===== config.mk =====
export PLATFORM = sky130hd
export DESIGN_NAME = ecg_io_shell
export DESIGN_NICKNAME = d
export VERILOG_FILES = /design/src/rtl/ecg_io_shell.sv
export SDC_FILE = /design/constraint.sdc
export NUM_CORES = 2
export LEC_CHECK = 0
export ABC_AREA = 1
export ABC_CLOCK_PERIOD_IN_PS = 1400
export CAP_MARGIN = 20
export CORE_AREA = 4 4 343 345
export CTS_BUF_LIST = sky130_fd_sc_hd__clkbuf_16
export DETAILED_ROUTE_END_ITERATION = 6
export DIE_AREA = 0 0 347 349
export DONT_BUFFER_PORTS = 1
export PLACE_DENSITY = 0.4
export SLEW_MARGIN = 20
export SYNTH_ARGS = -nofsm -noshare
export SYNTH_HDL_FRONTEND = slang
export SYNTH_SLANG_ARGS = --single-unit

===== constraint.sdc =====
create_clock -name clk -period 1.4 [get_ports clk]
set_input_delay 0.28 -clock clk [delete_from_list [all_inputs] [get_ports clk]]
set_output_delay 0.28 -clock clk [all_outputs]
set_load 0.05 [all_outputs]

===== src/rtl/ecg_io_shell.sv =====
// rtl/ecg_io_shell.sv - word-serial operand/result shell around the point scalar multiplier
// Optional run watchdog enabled by defining ECG_IO_TIMEOUT_EN.
`ifndef WIDTH
`define WIDTH 162
`endif
`ifndef SCALAR_WIDTH
`define SCALAR_WIDTH 162
`endif

module ecg_io_shell #(
  parameter int BUS_W          = 32,
  parameter int TIMEOUT_CYCLES = 65536
) (
  input  logic                     clk,
  input  logic                     reset,
  input  logic                     in_valid,
  output logic                     in_ready,
  input  logic [BUS_W-1:0]         in_data,
  output logic                     out_valid,
  input  logic                     out_ready,
  output logic [BUS_W-1:0]         out_data,
  output logic                     busy,
  output logic                     psm_reset,
  output logic [`WIDTH:0]          psm_x1,
  output logic [`WIDTH:0]          psm_y1,
  output logic                     psm_zero1,
  output logic [`SCALAR_WIDTH:0]   psm_c,
  input  logic                     psm_done,
  input  logic [`WIDTH:0]          psm_x3,
  input  logic [`WIDTH:0]          psm_y3,
  input  logic                     psm_zero3
);
  localparam int FW   = `WIDTH + 1;
  localparam int SW   = `SCALAR_WIDTH + 1;
  localparam int NF   = (FW + BUS_W - 1) / BUS_W;
  localparam int NS   = (SW + BUS_W - 1) / BUS_W;
  localparam int NMAX = (NF > NS) ? NF : NS;
  localparam int CW   = $clog2(NMAX + 1);
  localparam int PW   = NF * BUS_W;
  localparam int SHW  = 2 * PW;

  // Bit 2 clear marks the load states.
  localparam logic [2:0] LOAD_X = 3'd0, LOAD_Y = 3'd1, LOAD_Z = 3'd2, LOAD_C = 3'd3;
  localparam logic [2:0] RUN    = 3'd4, OUT_X  = 3'd5, OUT_Y  = 3'd6, OUT_Z  = 3'd7;

  logic [2:0]                 state;
  logic [CW-1:0]              cnt;
  logic                       ready_en;
  logic                       run_first;
  logic [SHW-1:0]             out_sh;
  logic                       in_xfer, out_xfer, last_f, last_s;
  logic                       done_hit, timeout_hit;
  logic [FW-1:0]              cap_x, cap_y;
  logic                       cap_z;
  logic [(2*NF+1)*BUS_W-1:0]  frame;

  assign in_xfer   = in_valid & in_ready;
  assign out_xfer  = out_valid & out_ready;
  assign last_f    = (cnt == CW'(NF - 1));
  assign last_s    = (cnt == CW'(NS - 1));
  assign in_ready  = ready_en & ~state[2];
  assign out_valid = (state == OUT_X) | (state == OUT_Y) | (state == OUT_Z);
  assign busy      = ~((state == LOAD_X) && (cnt == '0));
  assign done_hit  = (state == RUN) & ~run_first & psm_done;

`ifdef ECG_IO_TIMEOUT_EN
  localparam int TW = $clog2(TIMEOUT_CYCLES + 1);
  logic [TW-1:0] run_cycles;

  always_ff @(posedge clk) begin
    if (reset || state != RUN) run_cycles <= '0;
    else                       run_cycles <= run_cycles + 1'b1;
  end

  assign timeout_hit = (state == RUN) & ~done_hit & (run_cycles == TW'(TIMEOUT_CYCLES));
`else
  logic unused_timeout_cfg;
  assign unused_timeout_cfg = (TIMEOUT_CYCLES != 0);
  assign timeout_hit = 1'b0;
`endif

  // A watchdog expiry reports the point at infinity with the timeout flag set.
  assign cap_x = timeout_hit ? '0   : psm_x3;
  assign cap_y = timeout_hit ? '0   : psm_y3;
  assign cap_z = timeout_hit ? 1'b1 : psm_zero3;
  assign frame = {BUS_W'({timeout_hit, cap_z}), PW'(cap_y), PW'(cap_x)};

  always_ff @(posedge clk) begin
    if (reset) begin
      psm_x1    <= '0;
      psm_y1    <= '0;
      psm_zero1 <= 1'b1;
      psm_c     <= '0;
    end else if (in_xfer) begin
      case (state)
        LOAD_X: for (int b = 0; b < FW; b++) if (cnt == CW'(b / BUS_W)) psm_x1[b] <= in_data[b % BUS_W];
        LOAD_Y: for (int b = 0; b < FW; b++) if (cnt == CW'(b / BUS_W)) psm_y1[b] <= in_data[b % BUS_W];
        LOAD_Z: psm_zero1 <= in_data[0];
        LOAD_C: for (int b = 0; b < SW; b++) if (cnt == CW'(b / BUS_W)) psm_c[b]  <= in_data[b % BUS_W];
        default: ;
      endcase
    end
  end

  always_ff @(posedge clk) begin
    if (reset) begin
      state     <= LOAD_X;
      cnt       <= '0;
      ready_en  <= 1'b0;
      run_first <= 1'b0;
      psm_reset <= 1'b1;
      out_data  <= '0;
      out_sh    <= '0;
    end else begin
      ready_en  <= 1'b1;
      run_first <= 1'b0;
      case (state)
        LOAD_X, LOAD_Y: if (in_xfer) begin
          if (last_f) begin
            state <= (state == LOAD_X) ? LOAD_Y : LOAD_Z;
            cnt   <= '0;
          end else cnt <= cnt + 1'b1;
        end
        LOAD_Z: if (in_xfer) state <= LOAD_C;
        LOAD_C: if (in_xfer) begin
          if (last_s) begin
            state     <= RUN;
            cnt       <= '0;
            psm_reset <= 1'b0;
            run_first <= 1'b1;
          end else cnt <= cnt + 1'b1;
        end
        RUN: if (done_hit || timeout_hit) begin
          state     <= OUT_X;
          psm_reset <= 1'b1;
          out_data  <= frame[BUS_W-1:0];
          out_sh    <= frame[(2*NF+1)*BUS_W-1:BUS_W];
        end
        OUT_X, OUT_Y, OUT_Z: if (out_xfer) begin
          out_data <= out_sh[BUS_W-1:0];
          out_sh   <= out_sh >> BUS_W;
          if (state == OUT_Z) begin
            state <= LOAD_X;
            cnt   <= '0;
          end else if (last_f) begin
            state <= (state == OUT_X) ? OUT_Y : OUT_Z;
            cnt   <= '0;
          end else cnt <= cnt + 1'b1;
        end
        default: state <= LOAD_X;
      endcase
    end
  end
endmodule


==> impl_metrics.tcl <==
set metrics [dict create \
    synth_top_family_by_area "simple AND/OR/NAND/NOR gates" \
    cp_max_fo 8 \
    grt_use_met1_pct 29.6 \
    synth_xor_xnor_area_share_pct 0 \
    reg2regPathDepth 11 \
    crit_chain "nor2_4, buf_4, buf_6, nand4_1, nand2_4, buf_6, bufbuf_16, inv_8, clkbuf_16, nand2_1, a21oi_1" \
    power.density_nw_per_um2 1130 \
    skew_ns 0.0225 \
    coreArea_um2 114000 \
    yosys_warnings 0 \
    synth_cells 4186 \
    final-hold-violation-count 15 \
    yosysSeqAreaShare_pct 53.5 \
    fin_util_pct 41.9 \
    slew_headroom_pct 18.6 \
    routedWlPerCell_um 24.0 \
    cp-end-kind "register" \
    max_freq_mhz 499 \
    cts_tree "built" \
    dr.pass1.iters 5 \
    grt_use_total_pct 24.5 \
    synth_top_area_share_pct 53.5 \
    critical_path.max_stage_delay_ns 0.35 \
    dieWidth_um 347 \
    slew_viol_final 0 \
    grt_pass1_wl_um 223000 \
    seq_area_um2 17200 \
    final_nets 5410 \
    grt_busiest_layer "met2" \
    place_hpwl_um 103000 \
    grt_max_degree 111 \
    globalRouteOverflowTotal 0 \
    ys_seq_elements 855 \
    synth_top_cell_by_area "dfxtp_1" \
    fp.dieArea_um2 121000 \
    crit_family "buffers and inverters" \
    worstPathArrival_ns 2.55 \
    stdcell_count 6643 \
    dp_slack_ns -0.315 \
    worst_pin_slew_ns 1.22 \
    initial_core_util_pct 28.0 \
    die_h_um 349 \
    cts_buffers 99 \
    setup_ws_ns -0.603 \
    ir_drop_v 0.000839 \
    syn-num-nets 4551 \
    drt_iter0_drc 2638 \
    grt_use_met2_pct 42.1 \
    status "finished, violations left" \
    cap_viol_max_count 0 \
    violations "hold timing, setup timing" \
    synth_compound_area_share_pct 19.1 \
    vias_per_cell 4.95 \
    ant_nets 0 \
    n_fill_cell 11600 \
    mostFrequentLayoutCells "nor2_1, dfxtp_1, nand2_1" \
    fin_hold_ws_ns -0.0186 \
    clock_latency_ns 0.69 \
    setup_viol 1379 \
    final.period_utilization_pct 143 \
    gr-usage-met3_pct 6.03 \
    yosys.area_share.simple_pct 21.4 \
    cts_sinks 855 \
    fin_crit_ns 2.00 \
    hp-start "reset" \
    min_path_type "in2reg" \
    leakagePower_nw 20.6 \
    grt_pass1_vias 31600 \
    layout_commonest_cell "nor2_1" \
    clk_pin_slew_worst_paths_ns 0.06 \
    root_buffer "clkbuf_16" \
    areaGrowthSynthToFinish_pct 49.4 \
    dpl_cell_area_um2 38000 \
    synthTopCellsByArea "dfxtp_1, nor2_1, o21ai_0" \
    fp-row-count 124 \
    design_area_um2 47800 \
    synthMuxAreaShare_pct 0 \
    clk_path_buf_depth 3 \
    rsz0062_at_grt "true" \
    num_io_pins 890 \
    reg2reg_slack_ns -0.60 \
    vias 32900 \
    path_buf_inv 6 \
    htree_levels 3 \
    wirelength_um 159000 \
    synth_area_per_cell_um2 7.64 \
    synth_area_um2 32000 \
    multi_input_area_um2 13200 \
    synth_cell_types 25 \
    power_mw 54.2 \
    path_class "reg2reg" \
    min_to "out_sh[137]$_SDFFE_PP0P_" \
    antenna_found_initial 15 \
    place_inst 5962 \
    place_congestion 0.816 \
    drive_gt1_share_pct 19.5 \
    hold_path_depth 2 \
    cp-start-kind "register" \
    cpMostUsedCell "buf_6" \
    worstPathRequired_ns 1.94 \
    portBuffers 0 \
    reg2reg_to "out_sh[318]$_SDFFE_PP0P_" \
    drcViolationCount 0 \
    r2r_start "state[0]$_SDFFE_PP0P_" \
    slowest_stage "dfxtp_4" \
    synthAdderAreaFrac_pct 0.0391 \
]
-- area by class of cell --
class / count / area share, %
well taps: 1512 / 3.96
clock buffers: 99 / 5.18
multi-input cells: 2921 / 27.6
repair buffers: 1127 / 25.7
clock inverters: 80 / 1.11
diodes: 8 / 0.0419
flip-flops and latches: 855 / 36.0
inverters: 41 / 0.429
-- stage by stage --
stage	setup TNS, ns	hold WS [ns]
final	-339.88	-0.0186
after global routing	-449.99	-0.00962
after CTS	-379.88	-0.0629
after detailed placement	-159.80	0.361
after global placement	-143.27	0.362
after floorplan	-6.64	0.415
-- worst max path at each step --
stage | slack (ns) | to | startpoint | cells past startpoint
after detailed placement | -0.32 | out_data[12]$_SDFFE_PP0P_ | state[0]$_SDFFE_PP0P_ | 7
final | -0.60 | out_sh[318]$_SDFFE_PP0P_ | state[0]$_SDFFE_PP0P_ | 11
after global placement | -0.29 | psm_y1[16]$_SDFFE_PP0P_ | state[2]$_SDFFE_PP0P_ | 9
after floorplan | -0.02 | out_sh[215]$_SDFFE_PP0P_ | state[0]$_SDFFE_PP0P_ | 8
after global routing | -0.67 | busy | cnt[0]$_SDFFE_PP0P_ | 6
after CTS | -0.65 | busy | cnt[0]$_SDFFE_PP0P_ | 6
-- sequential cells by signal, summed over array words and instances (netlist names) --
name / flops
out_sh: 324
psm_c: 163
psm_x1: 163
psm_y1: 163
out_data: 32
cnt: 3
state: 3
psm_reset: 1
psm_zero1: 1
ready_en: 1
run_first: 1
-- synthesized netlist by cell type --
cell        n
a21oi_1    63
a31oi_1   296
buf_1      32
buf_12      2
buf_2     139
buf_4       3
buf_6      21
clkbuf_1  171
clkbuf_2    1
dfxtp_1   855
ha_1        1
inv_1      26
inv_2      15
nand2_1   681
nand3_1    72
nand3_4     1
nand3b_1    1
nand4_1     2
nor2_1    998
nor2_2      9
nor2_4      3
nor3_1      2
nor3_2      3
o21ai_0   536
o21ai_1   253
-- where the power goes --
group          total [mW]  switching [mW]  internal [mW]  leakage, nW
Sequential           25.1           0.413           24.6         6.91
Clock                24.6            11.0           13.6         1.56
Combinational        4.55            2.68           1.87         12.1
-- timing repair --
item,in CTS,in global routing
hold buffers,387,1
pin swaps,25,7
buffers inserted,42,10
endpoints found under the setup margin,1376,1379
endpoints found under the hold margin,851,5
resized for setup,165,52
gates cloned,38,20
-- cells by family (layout without fill, tap and decap cells) --
| kind of cell | Yosys count | after routing |
|---|---|---|
| flip-flops | 855 | 855 |
| adder cells (fa/ha/maj) | 1 | 1 |
| AND/OR/NAND/NOR | 1772 | 1772 |
| other | 0 | 8 |
| buffers and inverters | 410 | 1347 |
| AO/OA/AOI/OAI | 1148 | 1148 |
-- per-layer routing --
layer  share of wire [%]  wire length (µm)
met5               0.017                27
met4                 3.8              6100
met2                  48             76700
met1                  41             64800
met3                 7.3             11600
Power figures use the tool's default switching activity.
